File: config.mk
export PLATFORM = sky130hd
export DESIGN_NAME = dmem_sync
export DESIGN_NICKNAME = d
export VERILOG_FILES = /design/src/rtl/dmem_sync.sv
export SDC_FILE = /design/constraint.sdc
export NUM_CORES = 1
export LEC_CHECK = 0
export ABC_AREA = 1
export BUFFER_PORTS_ARGS = -buffer_cell sky130_fd_sc_hd__buf_2
export CAP_MARGIN = 10
export CORE_MARGIN = 2
export CORE_UTILIZATION = 38
export DETAILED_ROUTE_END_ITERATION = 12
export GPL_TIMING_DRIVEN = 0
export HOLD_SLACK_MARGIN = 0.03
export PLACE_DENSITY = 0.62
export SLEW_MARGIN = 0
export SYNTH_ARGS = -nofsm -noshare
export SYNTH_HDL_FRONTEND = slang
export SYNTH_SLANG_ARGS = --single-unit
export TNS_END_PERCENT = 5
File: constraint.sdc
create_clock -name clock -period 1.9 [get_ports clock]
set_clock_uncertainty 0.15 [all_clocks]
set_input_delay 0.095 -clock clock [delete_from_list [all_inputs] [get_ports clock]]
set_output_delay 0.095 -clock clock [all_outputs]
set_load 0.01 [all_outputs]
File: src/rtl/dmem_sync.sv
// Synchronous-read data memory: hardware clear sequencer, write-protected low region, RD_LAT 1/2 read pipeline.
// Optional DMEM_PARITY_EN adds a stored even-parity bit per word and a par_err flag qualified by rvalid.
module dmem_sync #(
  parameter  int WORD_W   = 8,
  parameter  int OP_W     = 3,
  parameter  int RD_LAT   = 1,
  parameter  int RO_LIMIT = 0,
  localparam int ADDR_W   = WORD_W - OP_W,
  localparam int DEPTH    = 2 ** ADDR_W
) (
  input  logic              clock,
  input  logic              reset,
  input  logic              req,
  input  logic              we,
  input  logic [ADDR_W-1:0] addr,
  input  logic [WORD_W-1:0] wdata,
  input  logic              clr,
  input  logic              par_inj,
  output logic              ready,
  output logic              rvalid,
  output logic [WORD_W-1:0] rdata,
  output logic              wr_err,
  output logic              init_done,
  output logic              par_err
);

  typedef enum logic {CLEAR, IDLE} state_t;

  state_t            state_reg, state_next;
  logic [ADDR_W-1:0] cnt_reg, cnt_next;
  logic              init_reg, init_next;
  logic              accept, rd_accept, wr_accept, prot;
  logic              mem_we;
  logic [ADDR_W-1:0] mem_waddr;
  logic [WORD_W-1:0] mem_wdata;
  logic [WORD_W-1:0] mem [DEPTH];
  logic [WORD_W-1:0] ram_q_reg;
  logic              v1_reg, wr_err_reg;

  assign ready     = (state_reg == IDLE);
  assign init_done = init_reg;
  assign wr_err    = wr_err_reg;
  // A clr request in IDLE takes priority over a req presented in the same cycle.
  assign accept    = req && ready && !clr && !reset;
  assign rd_accept = accept && !we;
  assign wr_accept = accept && we;

  if (RO_LIMIT == 0) begin : g_noprot
    assign prot = 1'b0;
  end else begin : g_prot
    assign prot = ({{(32-ADDR_W){1'b0}}, addr} < 32'(RO_LIMIT));
  end

  always_comb begin
    state_next = state_reg;
    cnt_next   = cnt_reg;
    init_next  = init_reg;
    case (state_reg)
      CLEAR: begin
        cnt_next = cnt_reg + 1'b1;
        if (cnt_reg == ADDR_W'(DEPTH - 1)) begin
          state_next = IDLE;
          init_next  = 1'b1;
        end
      end
      IDLE: begin
        if (clr) begin
          state_next = CLEAR;
          cnt_next   = '0;
        end
      end
      default: state_next = CLEAR;
    endcase
  end

  always_ff @(posedge clock) begin
    if (reset) begin
      state_reg <= CLEAR;
      cnt_reg   <= '0;
      init_reg  <= 1'b0;
    end else begin
      state_reg <= state_next;
      cnt_reg   <= cnt_next;
      init_reg  <= init_next;
    end
  end

  // Single write port shared by the clear sequencer and accepted writes.
  always_comb begin
    mem_we    = 1'b0;
    mem_waddr = addr;
    mem_wdata = wdata;
    if (!reset) begin
      if (state_reg == CLEAR) begin
        mem_we    = 1'b1;
        mem_waddr = cnt_reg;
        mem_wdata = '0;
      end else if (wr_accept && !prot) begin
        mem_we = 1'b1;
      end
    end
  end

  always_ff @(posedge clock) begin
    if (mem_we) mem[mem_waddr] <= mem_wdata;
  end

  always_ff @(posedge clock) begin
    if (reset) begin
      ram_q_reg  <= '0;
      v1_reg     <= 1'b0;
      wr_err_reg <= 1'b0;
    end else begin
      if (rd_accept) ram_q_reg <= mem[addr];
      v1_reg     <= rd_accept;
      wr_err_reg <= wr_accept && prot;
    end
  end

  if (RD_LAT == 1) begin : g_lat1
    assign rvalid = v1_reg;
    assign rdata  = ram_q_reg;
  end else begin : g_lat2
    logic              v2_reg;
    logic [WORD_W-1:0] rdata_reg;
    always_ff @(posedge clock) begin
      if (reset) begin
        v2_reg    <= 1'b0;
        rdata_reg <= '0;
      end else begin
        v2_reg <= v1_reg;
        if (v1_reg) rdata_reg <= ram_q_reg;
      end
    end
    assign rvalid = v2_reg;
    assign rdata  = rdata_reg;
  end

`ifdef DMEM_PARITY_EN
  logic par_mem [DEPTH];
  logic par_q_reg, out_par, par_wbit;

  assign par_wbit = (state_reg == CLEAR) ? 1'b0 : ((^wdata) ^ par_inj);

  always_ff @(posedge clock) begin
    if (mem_we) par_mem[mem_waddr] <= par_wbit;
  end

  always_ff @(posedge clock) begin
    if (reset)          par_q_reg <= 1'b0;
    else if (rd_accept) par_q_reg <= par_mem[addr];
  end

  if (RD_LAT == 1) begin : g_par1
    assign out_par = par_q_reg;
  end else begin : g_par2
    logic par_d_reg;
    always_ff @(posedge clock) begin
      if (reset)       par_d_reg <= 1'b0;
      else if (v1_reg) par_d_reg <= par_q_reg;
    end
    assign out_par = par_d_reg;
  end

  assign par_err = rvalid && ((^rdata) != out_par);
`else
  logic unused_par_inj;
  assign unused_par_inj = par_inj;
  assign par_err        = 1'b0;
`endif

endmodule

==> results of run 1 <==
==> cell families after synthesis <==
family / synth area share
compound gates: 0.01685
fa+ha+maj: 0.002232
buf+inv: 0.03237
flops: 0.7144
other cells: 0.0003345
simple gates: 0.2338
==> through the flow <==
step,std cells,power [mW]
after floorplan,999,7.299
after global placement,1408,7.634
after detailed placement,1411,7.667
after CTS,1533,12.78
after global routing,1537,13.13
final,1537,12.81
==> area by class of cell <==
cell class                 count  area [sq um]  share of cell area
inverter                      24         97.59            0.006887
buffer                        57         289.0             0.02040
clock inverter                 9         47.55            0.003355
clock buffer                  39         783.3             0.05527
tap                          384         480.5             0.03390
multi-input combinational    646          3292              0.2323
sequential                   272          8016              0.5657
timing repair buffer         106          1165             0.08220
==> critical path: cells and delay by family (launching register included) <==
kind	cells	cell delay, ns
and+or+nand+nor	4	0.95
AOI/OAI and AO/OA	1	0.08
buffers and inverters	2	0.30
DFF	1	0.37
==> repair_timing <==
item / in CTS / in global routing
endpoints found under the setup margin: 512 / 385
pin swaps: 40 / 36
cloned: 0 / 0
setup buffers: 57 / 4
resized for setup: 82 / 18
hold endpoints to repair: 216 / 0
hold buffers: 17 / 0
==> cell usage in the layout (no fill, tap or decap), drive strengths merged, types with 14 or more instances in the layout <==
cell	instances
nand2	343
edfxtp	256
nand3	213
buf	133
clkbuf	52
nor2	47
inv	25
dlygate4sd3	17
dfxtp	16
o21ai	16
a21oi	14
==> report_power, final <==
group / internal (mW) / switching (mW)
Combinational: 0.344 / 0.798
Sequential: 6.62 / 0.0198
Clock: 2.85 / 2.19
Total: 9.81 / 3.00
==> per-layer routing <==
| metal | GRT usage | share of wire | up-vias |
|---|---|---|---|
| met1 | 0.2724 | 0.39 | 3991 |
| li1 | - | - | 3743 |
| met4 | 0.09194 | 0.049 | 0 |
| met2 | 0.3366 | 0.47 | 415 |
| met5 | 0 | 0 | - |
| met3 | 0.04459 | 0.092 | 105 |
==> final timing paths <==
kind         startpoint          to  slack (ns)  cells past startpoint
max reg2reg       ready  mem[28][0]       -0.23                      7
min             addr[4]    rdata[5]        0.05                      4
max               ready  mem[28][0]       -0.23                      7
min reg2reg  cnt_reg[3]  cnt_reg[3]        0.30                      1
==> PnR_summary.wiki, run 1 <==
{| class="wikitable"
! Metric !! Value
|-
| Critical path start-end classification || reg -> reg
|-
| Detailed-placement wirelength estimate || 20310 um
|-
| Standard-cell rows || 62
|-
| Leading cell types by count after synthesis || nand2_1, edfxtp_1, nand3_1
|-
| Chip Height || 175.8 um
|-
| Cell area after layout || 14170 sq um
|-
| Die width || 175.8 um
|-
| Area enclosed by the die boundary || 30890 sq um
|-
| Final-report max-slew violation count || 0
|-
| Post-synthesis instance area || 11210 sq um
|-
| Number of primary I/O pins || 32
|-
| Fraction of the yosys area taken by sequential cells || 0.7144
|-
| Time the final worst path needs with I/O delays and setup || 2.131 ns
|-
| Count of mapped cells out of synthesis || 998
|-
| Cell type with the highest aggregate area in the netlist || edfxtp_1
|-
| Final hold slack || 0.04711 ns
|-
| Total power density per cell area || 904.2 nW/um^2
|-
| Highest net fanout along the worst path || 7
|-
| Type of origin of the critical path || flip-flop
|-
| Total wire length after detailed routing || 32470 um
|-
| Core Area || 28860 sq um
|-
| Remaining number of nets flagged by the antenna check after routing || 0
|-
| Share of the synthesized area in the top cell type || 0.6858
|-
| Clock Tree Buf Depth || 3
|-
| Max-capacitance violation count || 0
|-
| Lkg Pwr || 5.308 nW
|-
| Peak ir drop on the vdd network || 0.0007249 V
|-
| Worst-margin pin slew || 0.9654 ns
|-
| Prevailing post-synth register cell || edfxtp_1
|-
| Overall Global Routing Usage || 0.2086
|-
| Remaining global-route overflow || 0
|-
| Violated checks || setup timing
|-
| Number of levels the H-tree was split into || 1
|-
| Antenna violations before repair || 0
|-
| CTS sink count || 272
|-
| Number of antenna cells inserted || 0
|-
| Setup_tns || -56.36 ns
|-
| Headroom to the max-slew limit || 0.3549
|-
| Average cell area after synthesis || 11.23 sq um
|-
| Asr flop ratio synth || 0
|-
| CTS root buffer || clkbuf_16
|-
| Initial core utilization || 0.3884
|-
| Number of optimization iterations in the first detailed-route pass || 6
|-
| Layout cell share with drive strength beyond 1 || 0.2108
|-
| Number of hold-slack violations in the final timing report || 0
|-
| Final Wtd Congestion || 0.9406
|-
| Source-to-sink clock delay at the later pin of the worst-skew pair || 0.54 ns
|-
| Placed Area || 12020 sq um
|-
| Net total in the final layout || 1156
|-
| Cell with the most instances after synthesis || nand2_1
|-
| Final clock period utilization by the worst path || 1.122
|-
| Number of endpoints failing setup at the final stage || 416
|-
| Pin count of the biggest net entering global routing || 33
|-
| Clock tree from TritonCTS || done
|-
| Required arrival time at the worst endpoint || 2.01 ns
|-
| Number of enable flip-flop cells after synthesis || 256
|-
| Port buffer count || 25
|-
| Kind of capture point of the worst setup path || flip-flop
|-
| Number of CTS-inserted buffers || 28
|-
| CP cell instances || nor2_4, buf_4, o21ai_2, nor2_1, nand2_4, nor2_4, buf_6
|-
| Final routed wire length divided by cell count || 21.12 um
|-
| Number of distinct standard cells referenced by the synthesized netlist || 27
|-
| Fin util || 0.4911
|-
| Largest register FFs || 256
|-
| Count of yosys warnings during synthesis || 0
|-
| DP Worst Slack || -0.6326 ns
|-
| Critical Path Slowest Stage Cell || dfxtp_4
|-
| DRC violations left || 0
|-
| Layout area overhead || 26.42%
|-
| Flip-flop and latch count after synthesis || 272
|-
| RSZ-0062 raised after global routing || yes
|-
| Path type of the worst min-delay path || in -> reg
|-
| Achievable Freq || 469.2 MHz
|-
| Vias in the first global route || 7823
|-
| Via count || 8254
|-
| Wire length of the first global-routing pass || 47450 um
|-
| Number of DRC markers after the initial detailed-route iteration || 993
|-
| Slack of the critical path || -0.2313 ns
|-
| Most area-consuming cells after synthesis || edfxtp_1, nand2_1, nand3_1, dfxtp_1, buf_2
|-
| Library cell appearing most often on the critical path || nor2_4
|-
| Worst-path clk slew || 0.06 ns
|-
| Filler Cells Inserted || 2510
|-
| Peak per-stage delay on the critical path || 0.37 ns
|-
| CP arrival || 2.24 ns
|-
| Via/cell ratio || 5.370
|-
| Status || finished, violations left
|}
Note: power is estimated with default switching activity, not from simulation.
==> run 2: changes to the inputs <==
--- a/config.mk
+++ b/config.mk
@@ -7,14 +7,14 @@
 export LEC_CHECK = 0
 export ABC_AREA = 1
 export BUFFER_PORTS_ARGS = -buffer_cell sky130_fd_sc_hd__buf_2
-export CAP_MARGIN = 10
+export CAP_MARGIN = 0
 export CORE_MARGIN = 2
 export CORE_UTILIZATION = 38
 export DETAILED_ROUTE_END_ITERATION = 12
 export GPL_TIMING_DRIVEN = 0
 export HOLD_SLACK_MARGIN = 0.03
-export PLACE_DENSITY = 0.62
-export SLEW_MARGIN = 0
+export PLACE_DENSITY_LB_ADDON = 0.25
+export SLEW_MARGIN = 20
 export SYNTH_ARGS = -nofsm -noshare
 export SYNTH_HDL_FRONTEND = slang
 export SYNTH_SLANG_ARGS = --single-unit
==> run 2 against run 1 <==
The run still ends with setup timing left. Design area grew 0.57%. Total power is 1.9% higher. Die area unchanged. Worst setup slack better by 0.056 ns. Maximum frequency is 2.7% higher. Combinational power about the same. Sequential share of layout area fell by 0.34 points. Critical path depth unchanged. Cell count fell by 0.20%. Utilization up 0.28 points. Clock-buffer cell count rose by 5. Via count decreased by 2.8%. Critical endpoint is now mem[25][6]. Largest cell class unchanged.
==> PnR_summary.wiki, run 2 (synthesis results as in run 1) <==
{| class="wikitable"
! Metric !! Value
|-
| Beginning of the worst register-to-register path || ready
|-
| Clock Tree Buf Depth || 3
|-
| Setup_tns || -35.72 ns
|-
| Number of DRC markers after the initial detailed-route iteration || 844
|-
| Status || finished, violations left
|-
| Wire length of the first global-routing pass || 48890 um
|-
| Most common cell after layout, fill and taps aside || nand2_1
|-
| Largest register FFs || 256
|-
| Top library cells by usage in the layout, fill and taps aside || nand2_1, edfxtp_1, nand3_1
|-
| Min-Delay Endpoint || rdata[0]
|-
| Via count || 8026
|-
| Violated checks || setup timing
|-
| RSZ-0062 raised after global routing || yes
|-
| Area occupied by multi-input gates || 3284 sq um
|-
| Critical path start-end classification || reg -> reg
|-
| Required arrival time at the worst endpoint || 2.01 ns
|-
| Die width || 175.8 um
|-
| Worst flop-to-flop path endpoint || mem[25][6]
|-
| Number of primary I/O pins || 32
|-
| Beginning of the worst hold path || addr[3]
|-
| Kind of capture point of the worst setup path || flip-flop
|-
| Type of origin of the critical path || flip-flop
|-
| Standard-cell rows || 62
|-
| Worst-path clk slew || 0.06 ns
|-
| Number of optimization iterations in the first detailed-route pass || 5
|-
| Seq. cell area || 8014 sq um
|-
| Vias in the first global route || 7720
|-
| Number of CTS-inserted buffers || 29
|-
| Antenna violations before repair || 0
|-
| Headroom to the max-slew limit || 0.5358
|-
| Worst Reg2Reg Path Length in Cells || 7
|-
| Minimum setup slack among reg-to-reg paths || -0.18 ns
|-
| DRC violations left || 0
|-
| Worst-margin pin slew || 0.6963 ns
|-
| CTS sink count || 272
|-
| Lkg Pwr || 5.324 nW
|-
| Layout cell share with drive strength beyond 1 || 0.2061
|-
| Slack of the critical path || -0.1753 ns
|-
| Detailed-placement wirelength estimate || 22700 um
|-
| Chip Height || 175.8 um
|-
| Via/cell ratio || 5.232
|-
| Number of levels the H-tree was split into || 1
|-
| Clock tree from TritonCTS || done
|-
| Final std cells w/o fill || 1534
|-
| Cells after DPL || 1416
|-
| Final-report max-slew violation count || 0
|-
| Path type of the worst min-delay path || in -> reg
|-
| Highest net fanout along the worst path || 6
|-
| Number of endpoints failing setup at the final stage || 257
|-
| Total power density per cell area || 916.2 nW/um^2
|-
| Net total in the final layout || 1151
|-
| Remaining global-route overflow || 0
|-
| Total wire length after detailed routing || 33210 um
|-
| Final Wtd Congestion || 0.9304
|-
| Number of hold-slack violations in the final timing report || 0
|-
| Layout area overhead || 27.15%
|-
| Filler Cells Inserted || 2595
|-
| Source-to-sink clock delay at the later pin of the worst-skew pair || 0.55 ns
|-
| Area enclosed by the die boundary || 30890 sq um
|-
| Initial core utilization || 0.3884
|-
| CTS root buffer || clkbuf_16
|-
| Overall Global Routing Usage || 0.2170
|-
| Achievable Freq || 481.9 MHz
|-
| Max-capacitance violation count || 0
|-
| Final clock period utilization by the worst path || 1.092
|-
| CP arrival || 2.19 ns
|-
| Remaining number of nets flagged by the antenna check after routing || 0
|-
| Core Area || 28860 sq um
|-
| Pin count of the biggest net entering global routing || 28
|-
| Final routed wire length divided by cell count || 21.65 um
|-
| Port buffer count || 25
|-
| Time the final worst path needs with I/O delays and setup || 2.075 ns
|-
| Peak ir drop on the vdd network || 0.0008245 V
|-
| Number of antenna cells inserted || 0
|-
| Cells on Worst Hold Path || 5
|}
## run 2: per-layer routing
layer / part of all wire / track usage / wire length, um / vias to the layer above
li1: - / - / - / 3736
met3: 0.074 / 0.03853 / 2446 / 60
met2: 0.47 / 0.3496 / 15720 / 353
met1: 0.42 / 0.2959 / 13900 / 3877
met5: 0 / 0 / 0 / -
met4: 0.034 / 0.07920 / 1133 / 0
## run 2: layout make-up
type                    count  share of cell area
well taps                 384             0.03371
multi-input cells         646              0.2304
plain buffers              57             0.01940
clock buffers              44             0.05697
flip-flops and latches    272              0.5623
inverters                  24            0.006848
clock inverters             7            0.004653
repair buffers            100             0.08568
## run 2: worst max-delay path by stage
stage / cells past startpoint / slack, ns / startpoint / end
after floorplan: 7 / -0.11 / ready / mem[2][0]
final: 7 / -0.18 / ready / mem[25][6]
after global placement: 3 / -1.74 / ready / mem[19][4]
after detailed placement: 7 / -0.71 / ready / mem[25][4]
after CTS: 8 / -0.17 / ready / mem[27][7]
after global routing: 8 / -0.25 / ready / mem[3][4]
## run 2: metrics by stage
step | power, mW | setup WS (ns) | util | hold WS, ns | cell area, sq um
floorplan | 7.299 | -0.1078 | - | 0.006655 | 11310
global placement | 7.667 | -1.736 | 0.4130 | 0.1730 | 11920
detailed placement | 7.739 | -0.7065 | 0.4224 | 0.1741 | 12190
CTS | 13.11 | -0.1691 | 0.4930 | 0.04602 | 14230
global route | 13.44 | -0.2506 | 0.4939 | 0.06217 | 14250
finish | 13.06 | -0.1753 | 0.4939 | 0.06941 | 14250
## run 2: power by group
part	total [mW]	internal, mW	switching (mW)
Sequential	6.63	6.62	0.0172
Combinational	1.16	0.354	0.809
Clock	5.26	3.06	2.20
## run 2: what timing repair did
| action | 4_1_cts | 5_1_grt |
|---|---|---|
| endpoints found under the hold margin | 121 | 0 |
| pin swaps | 38 | 25 |
| hold buffers | 15 | 0 |
| buffers inserted | 51 | 1 |
| setup endpoints to repair | 512 | 263 |
| gates resized for setup | 81 | 7 |
## run 2: worst max-delay path, cell delays in order, from the launching register on
cell and delay [ns]:
dfxtp_4 0.37, nor2_4 0.15, buf_4 0.20, o21ai_4 0.09
nor2_1 0.31, nand2_4 0.17, nor2_4 0.19, buf_12 0.15
